### config.mk
export PLATFORM = sky130hd
export DESIGN_NAME = mem_port_arbiter
export DESIGN_NICKNAME = d
export VERILOG_FILES = /design/src/rtl/mem_port_arbiter.sv
export SDC_FILE = /design/constraint.sdc
export NUM_CORES = 1
export LEC_CHECK = 0
export ABC_AREA = 0
export BUFFER_PORTS_ARGS = -buffer_cell sky130_fd_sc_hd__buf_2
export CORE_AREA = 5 5 614 616
export DETAILED_ROUTE_END_ITERATION = 7
export DIE_AREA = 0 0 619 621
export PLACE_DENSITY_LB_ADDON = 0.3
export SETUP_SLACK_MARGIN = 0.15
export SKIP_CTS_REPAIR_TIMING = 1
export SYNTH_ARGS = -nofsm -noshare
export SYNTH_HDL_FRONTEND = slang
export SYNTH_SLANG_ARGS = --single-unit
export TNS_END_PERCENT = 20
### constraint.sdc
create_clock -name clk -period 1.95 [get_ports clk]
set_clock_uncertainty 0.15 [all_clocks]
set_input_delay 0.39 -clock clk [delete_from_list [all_inputs] [get_ports clk]]
set_output_delay 0.39 -clock clk [all_outputs]
set_load 0.01 [all_outputs]
### src/rtl/mem_port_arbiter.sv
`default_nettype none
// ============================================================================
// Module      : mem_port_arbiter
// Description : Two-requester round-robin arbiter for one 256-bit line memory
//               port, one transaction outstanding. Optional WAIT timeout is
//               enabled by defining MEM_ARB_TIMEOUT_EN.
// Revision    : 1.0 - initial release
// ============================================================================
module mem_port_arbiter #(
    parameter int TIMEOUT_CYCLES = 1023
) (
    input  logic         clk,
    input  logic         rst_n,

    input  logic         p0_req_valid,
    input  logic         p0_req_rw,
    input  logic [14:0]  p0_req_addr,
    input  logic [255:0] p0_req_wdata,
    output logic         p0_req_ready,
    output logic         p0_resp_valid,
    output logic [255:0] p0_resp_rdata,

    input  logic         p1_req_valid,
    input  logic         p1_req_rw,
    input  logic [14:0]  p1_req_addr,
    input  logic [255:0] p1_req_wdata,
    output logic         p1_req_ready,
    output logic         p1_resp_valid,
    output logic [255:0] p1_resp_rdata,

    output logic         mem_req_valid,
    output logic         mem_req_rw,
    output logic [14:0]  mem_req_addr,
    output logic [255:0] mem_req_wdata,
    input  logic         mem_resp_valid,
    input  logic [255:0] mem_resp_rdata,

    output logic         timeout_err
);

    typedef enum logic [1:0] {
        S_IDLE  = 2'd0,
        S_ISSUE = 2'd1,
        S_WAIT  = 2'd2,
        S_DONE  = 2'd3
    } state_t;

    state_t         r_state;
    logic           r_owner;
    logic           r_last_grant;
    logic           r_rw;
    logic [14:0]    r_addr;
    logic [255:0]   r_wdata;
    logic           r_mem_req_valid;
    logic           r_p0_ready;
    logic           r_p1_ready;

    logic           w_req_any;
    logic           w_grant_sel;
    logic           w_sel_rw;
    logic [14:0]    w_sel_addr;
    logic [255:0]   w_sel_wdata;
    logic           w_complete;
    logic           w_timeout;
    logic           w_finish;
    logic [255:0]   w_resp_data;

    // On a tie the requester that did not win last time takes the port.
    always_comb begin
        w_req_any   = p0_req_valid | p1_req_valid;
        w_grant_sel = (p0_req_valid && p1_req_valid) ? ~r_last_grant : p1_req_valid;
        w_sel_rw    = w_grant_sel ? p1_req_rw    : p0_req_rw;
        w_sel_addr  = w_grant_sel ? p1_req_addr  : p0_req_addr;
        w_sel_wdata = w_grant_sel ? p1_req_wdata : p0_req_wdata;
    end

    always_ff @(posedge clk) begin
        if (!rst_n) begin
            r_state         <= S_IDLE;
            r_owner         <= 1'b0;
            r_last_grant    <= 1'b1;
            r_rw            <= 1'b0;
            r_addr          <= '0;
            r_wdata         <= '0;
            r_mem_req_valid <= 1'b0;
            r_p0_ready      <= 1'b0;
            r_p1_ready      <= 1'b0;
        end else begin
            r_mem_req_valid <= 1'b0;
            r_p0_ready      <= 1'b0;
            r_p1_ready      <= 1'b0;
            case (r_state)
                S_IDLE: begin
                    if (w_req_any) begin
                        r_owner         <= w_grant_sel;
                        r_last_grant    <= w_grant_sel;
                        r_rw            <= w_sel_rw;
                        r_addr          <= w_sel_addr;
                        r_wdata         <= w_sel_wdata;
                        r_mem_req_valid <= 1'b1;
                        r_p0_ready      <= ~w_grant_sel;
                        r_p1_ready      <= w_grant_sel;
                        r_state         <= S_ISSUE;
                    end
                end
                S_ISSUE: r_state <= S_WAIT;
                S_WAIT: begin
                    if (w_finish) begin
                        r_state <= S_DONE;
                    end
                end
                S_DONE:  r_state <= S_IDLE;
                default: r_state <= S_IDLE;
            endcase
        end
    end

    assign w_complete = (r_state == S_WAIT) && mem_resp_valid;

`ifdef MEM_ARB_TIMEOUT_EN
    localparam logic [15:0] C_TIMEOUT_LAST = 16'(TIMEOUT_CYCLES - 1);

    logic [15:0] r_wait_cnt;
    logic        r_timeout_err;

    // The counter reads N-1 during WAIT cycle N; a response in that cycle wins.
    assign w_timeout = (r_state == S_WAIT) && !mem_resp_valid && (r_wait_cnt == C_TIMEOUT_LAST);

    always_ff @(posedge clk) begin
        if (!rst_n) begin
            r_wait_cnt    <= '0;
            r_timeout_err <= 1'b0;
        end else begin
            if (r_state == S_IDLE && w_req_any) begin
                r_wait_cnt <= '0;
            end else if (r_state == S_WAIT) begin
                r_wait_cnt <= r_wait_cnt + 16'd1;
            end
            if (w_timeout) begin
                r_timeout_err <= 1'b1;
            end
        end
    end

    assign timeout_err = r_timeout_err;
`else
    logic [31:0] w_unused_timeout_cycles;
    assign w_unused_timeout_cycles = 32'(TIMEOUT_CYCLES);
    assign w_timeout   = 1'b0;
    assign timeout_err = 1'b0;
`endif

    assign w_finish    = w_complete | w_timeout;
    assign w_resp_data = w_complete ? mem_resp_rdata : '0;

    assign mem_req_valid = r_mem_req_valid;
    assign mem_req_rw    = r_rw;
    assign mem_req_addr  = r_addr;
    assign mem_req_wdata = r_wdata;

    assign p0_req_ready  = r_p0_ready;
    assign p1_req_ready  = r_p1_ready;
    assign p0_resp_valid = w_finish & ~r_owner;
    assign p1_resp_valid = w_finish & r_owner;
    assign p0_resp_rdata = p0_resp_valid ? w_resp_data : '0;
    assign p1_resp_rdata = p1_resp_valid ? w_resp_data : '0;

endmodule
`default_nettype wire

Yosys cells after proc, flatten, opt, wreduce, memory -nomap -nowiden
Index checks and enable logic that the tools add are counted.
Widths: inputs -> output; s select.
- register bits after elaboration: 279
- latch bits: 0
- bits in writable memories: 0
- memory bits (read-only): 0
- bits of input ports: 805
- output and inout bits: 790
- logic and storage cells: 38
- memories kept: 0
- $add $sub $neg: 0
- multipliers: 0
- div/mod/pow operators: 0
- magnitude comparators: 0
- eq/ne operators: 5
- shift operators: 0
- multiplexer cells: 11
- bitwise gates (word level): 6
- reductions and logical operators: 7
- operators with widths (cell ; number):
    $mux 256 ; 4
    $mux 15 ; 1
    $pmux 2 s4 ; 1
    $reduce_and 2->1 ; 3
    $eq 2x2->1 const B ; 2
    $mux 2 ; 2
    $ne 2x2->1 const B ; 2
    $mux 1 ; 3
    $not 1->1 ; 3
    $reduce_and 3->1 ; 1
    $and 1x1->1 ; 2
    $eq 2x1->1 const B ; 1
    $logic_and 1x1->1 ; 2
    $logic_not 2->1 ; 1
    $or 1x1->1 ; 1

Logic depth before layout (Yosys ltp)
- depth in word-level cells: 4
- gate-level depth with buffers: 8
- gate-level depth less buffers: 5

Least setup slack after synthesis
No wires, ideal clock.
- path kind: flip-flop to output port
- start point: register r_state[0]
- end point: output p1_resp_rdata[216]
- arrival time: 1.450 ns
- required time: 1.410 ns
- setup slack: -0.040 ns
- cell stages (with the launch flop): 8
- path buffers: 3
- path through: dfxtp_1 > inv_1 > ha_1 > and3_1 > clkbuf_1 > clkbuf_1 > clkbuf_1 > and2_1
- word-level cells in the longest chain between the ends: 4
- elaborated cells on any way between the ends: 5
- those cells by class: 1 x eq/ne; 2 x mux; 1 x bitwise; 1 x reduce/logical
- ends and longest elaborated chain (what ; RTL line ; source):
    start: declaration ; 48 ; state_t r_state;
    start signal: assignment ; 79 ; r_state <= S_IDLE;
    start signal: assignment ; 103 ; r_state <= S_ISSUE;
    start signal: assignment ; 106 ; S_ISSUE: r_state <= S_WAIT;
    $eq 2x2->1 * ; 118 ; assign w_complete = (r_state == S_WAIT) && mem_resp_valid;
    $logic_and 1x1->1 * ; 118 ;
    $mux 256 / $and 1x1->1 (equally long branches) ; 154, 164 ;
    $mux 256 * ; 166 ; assign p1_resp_rdata = p1_resp_valid ? w_resp_data : '0;
    end: declaration ; 29 ; output logic [255:0] p1_resp_rdata,
Every way passes the cells marked *; elsewhere a longest branch is shown, timed or not.

Final worst setup path
- start point: register r_state[0]
- end point: output p0_resp_rdata[241]
- word-level cells in the longest chain between the ends: 4
- elaborated cells on any way between the ends: 5
- those cells by class: 1 x eq/ne; 2 x mux; 1 x bitwise; 1 x reduce/logical
- ends and longest elaborated chain (what ; RTL line ; source):
    $eq 2x2->1 * ; 118 ;
    $logic_and 1x1->1 * ; 118 ;
    $mux 256 / $and 1x1->1 (equally long branches) ; 154, 163 ;
    $mux 256 * ; 165 ; assign p0_resp_rdata = p0_resp_valid ? w_resp_data : '0;
    end: declaration ; 21 ; output logic [255:0] p0_resp_rdata,
Marked as above.

==> results.env <==
RUN_STATUS='finished with violations'
VIOLATIONS_IN_THE_FINAL_REPORTS='negative setup slack'
MAX_CAP_VIOL_COUNT=0
CRITICAL_PATH.STARTPOINT_TYPE='flop'
INITIAL_ANTENNA_VIOLATION_COUNT=370
LEAKAGE_nW=18.6
SYNTH_CELLS=2116
TIGHTESTPINTRANSITION_PS=632
PLACEDINSTANCEAREA_MM2=0.0324
FINAL_CELLS=9447
SETUP_VIOL=789
REGTOREGSETUPSLACK_PS=-380
ANTENNA_VIOLATION_NET_COUNT_AFTER_DETAILED_ROUTING=0
CRIT-REG2REG-CAPTURE='mem_req_wdata[106]$_SDFFE_PN0P_'
REG2REG_FROM='r_state[0]$_SDFFE_PN0P_'
H-TREE-DEPTH=2
SYNTH_AREA_PER_CELL_UM2=7.05
POST_SYNTH_INSTANCE_AREA_MM2=0.0149
FINALHOLDVIOLATIONS=0
FP.DIEH_UM=621
MOSTFREQUENTLAYOUTCELLS='sky130_fd_sc_hd__buf_2, sky130_fd_sc_hd__a21oi_1, sky130_fd_sc_hd__dlygate4sd3_1'
FINALCOREUTILIZATION_PCT=11.2
WORST_RELATIVE_SLEW_SLACK_PCT=57.7
POST_DRT_WL_PER_CELL_UM=30.9
PORTBUFFERS=1593
PERIOD_SHARE_PCT=143
YOSYS.CELL_TYPES.COUNT=23
SYNTH_ASYNC_SR_FLOP_SHARE_PCT=0
PLACEDCELLCOUNT=8669
SYNTH-SEQ-AREA-SHARE_PCT=37.4
NUMBER_OF_SYNTHESIZED_FLOPS_WITH_AN_ENABLE_PIN=0
GRT_FIRST_PASS_WIRELENGTH_UM=331000
SETUP_WS_PS=-839
WORST-ENDPOINT-ARRIVAL_PS=2250
FLOORPLAN.INITIALDENSITY_PCT=4.03
GP_CONGESTION=0.922
DRC_MARKERS=0
MAXSLEWVIOLCOUNT=0
SETUP_REPAIR_AFTER_GLOBAL_ROUTING_MISSED_ITS_MARGIN='true'
VIAS_PER_CELL=2.88
TOP_LEVEL_PORTS=1595
IRDROPWORSTVDD_mV=0.854
PLACE.DETAILED.HPWL_UM=258000
CORE.ROWCOUNT=224
DR.PASS1.ITERS=5
HP-CLASS='in -> reg'
CLOCK_TREE.BUFFER_DEPTH=3
SYNTH_WARNINGS=0
CLOCK_INSERTION_DELAY_WORST_SKEW_PS=700
SYNTH.FF_LATCH_COUNT=279
CRITPATHKIND='reg -> out'
FINAL.FILL_COUNT=43200
LAYOUT-DRIVE-GT1-SHARE_PCT=48.4
DESIGN.DIE.AREA_MM2=0.384
SYNTHFLOPTYPE='sky130_fd_sc_hd__dfxtp_1'
CELLPOWERDENSITY_mW_PER_MM2=983
CHIPWIDTH_UM=619
TIMING.CRITICAL_PATH.TO='p0_resp_rdata[241]'
GRT.TOTAL_USAGE_PCT=13.9
CRITPATHCAPTURETYPE='primary output'
FINAL_NET_COUNT=5119
CLOCK_SINKS=279
TRITONCTS.NUM_BUFFERS=43
GRT_PASS1_VIAS=22600
DR.FIRST_ITER.DRC_COUNT=2114
LARGEST_NET_DEGREE_AT_THE_START_OF_GLOBAL_ROUTING=59
POST-ROUTE-MIN-PERIOD_PS=2790
DETAIL_ROUTE.WIRELENGTH_UM=292000
REQUIRED_PS=1410
FINAL_COMMON_CELL='sky130_fd_sc_hd__buf_2'
POST-ROUTE-CELL-AREA_MM2=0.0416
CLOCK-ROOT-BUFFER='sky130_fd_sc_hd__clkbuf_16'
SYN2LAYOUT_AREA_GROWTH_PCT=179
WORST_REG2REG_PATH_DEPTH=8
GRT.OVERFLOW.TOTAL=0
ACHIEVABLE-FREQUENCY_MHz=359
SYN_NETS=2923
PLACEABLECOREAREA_MM2=0.371
ROUTED-VIA-COUNT=27200
CRIT_PATH_START='r_state[0]$_SDFFE_PN0P_'
CRIT_FANOUT=7
TRITONCTS_CLOCK_TREE='built'
CLOCK_SLEW_AT_REPORTED_PATH_FFS_PS=60
per-stage QoR:
| step | total power, mW | hold WS, ps | setup WS, ps | TNS [ps] |
|---|---|---|---|---|
| final | 40.9 | 35.2 | -839 | -432760 |
| after CTS | 38.9 | -355 | -1070 | -531140 |
| after floorplan | 16.7 | 304 | 107 | 0 |
| after global placement | 29.9 | 333 | -329 | -135050 |
| after global routing | 43.0 | 1.12 | -964 | -533510 |
| after detailed placement | 29.7 | 329 | -301 | -121540 |
cell usage after synthesis, drive strengths merged, types with 2 or more instances:
master,instances,area (um2)
a21oi,546,2730
and2,512,3200
and3,2,12.5
buf,56,274
clkbuf,153,587
dfxtp,279,5590
ha,2,25.0
inv,3,11.3
nand2,276,1040
nor2,4,15.0
nor2b,2,12.5
o21ai,274,1370
routing by layer:
metal | part of all wire [%] | track usage [%]
met1 | 35 | 14.0
met4 | 4.3 | 4.67
met5 | 0.49 | 0
met3 | 9.9 | 6.55
met2 | 51 | 25.2
critical path, stage by stage, from the launching register on:
cell	delay, ps
sky130_fd_sc_hd__dfxtp_2	320
sky130_fd_sc_hd__inv_2	70
sky130_fd_sc_hd__ha_4	150
sky130_fd_sc_hd__nand2_4	50
sky130_fd_sc_hd__nor2_4	150
sky130_fd_sc_hd__buf_12	180
sky130_fd_sc_hd__clkbuf_16	220
sky130_fd_sc_hd__buf_6	160
sky130_fd_sc_hd__and2_1	140
sky130_fd_sc_hd__buf_4	140
cells by family after synthesis:
kind of cell	count (synthesis)	synth area share, %
adder cells (fa/ha/maj)	2	0.168
AO/OA/AOI/OAI	825	27.8
AND/OR/NAND/NOR	796	28.7
other	1	0.0251
buffers and inverters	212	5.84
flip-flops	279	37.4
multiplexers	1	0.0671
where the power goes:
part	switching (mW)	internal, mW	total [mW]	leakage, nW
Combinational	13.6	9.50	23.1	15.6
Sequential	1.11	7.93	9.04	2.32
Clock	3.59	5.10	8.68	0.728
Total	18.3	22.5	40.9	18.6
flip-flops by register name, indices dropped and copies added, names as in the netlist:
name           flops
r_owner            1
mem_req_rw         1
mem_req_valid      1
mem_req_wdata    256
mem_req_addr      15
p1_req_ready       1
r_last_grant       1
p0_req_ready       1
r_state            2
worst min-delay path by stage:
stage / slack [ps] / from / end / depth (start not counted)
after floorplan: 300 / r_state[1]$_SDFFE_PN0P_ / r_state[1]$_SDFFE_PN0P_ / 2
after global placement: 330 / r_state[1]$_SDFFE_PN0P_ / r_state[1]$_SDFFE_PN0P_ / 2
after detailed placement: 330 / r_state[1]$_SDFFE_PN0P_ / r_state[1]$_SDFFE_PN0P_ / 2
after CTS: -360 / p0_req_wdata[204] / mem_req_wdata[204]$_SDFFE_PN0P_ / 3
after global routing: 1 / p1_req_wdata[135] / mem_req_wdata[135]$_SDFFE_PN0P_ / 4
final: 40 / p1_req_wdata[21] / mem_req_wdata[21]$_SDFFE_PN0P_ / 4
area by class of cell:
cell class              instances  area [um2]  area share [%]
clock inverters                17         264           0.635
multi-input cells            1625        9000            21.6
well taps                    4972        6220            15.0
flip-flops and latches        279        5590            13.4
inverters                       3        11.3          0.0271
clock buffers                  59        1230            2.95
repair buffers               2360       18900            45.6
diodes                        132         330           0.795
(Power assumes the default switching activity.)
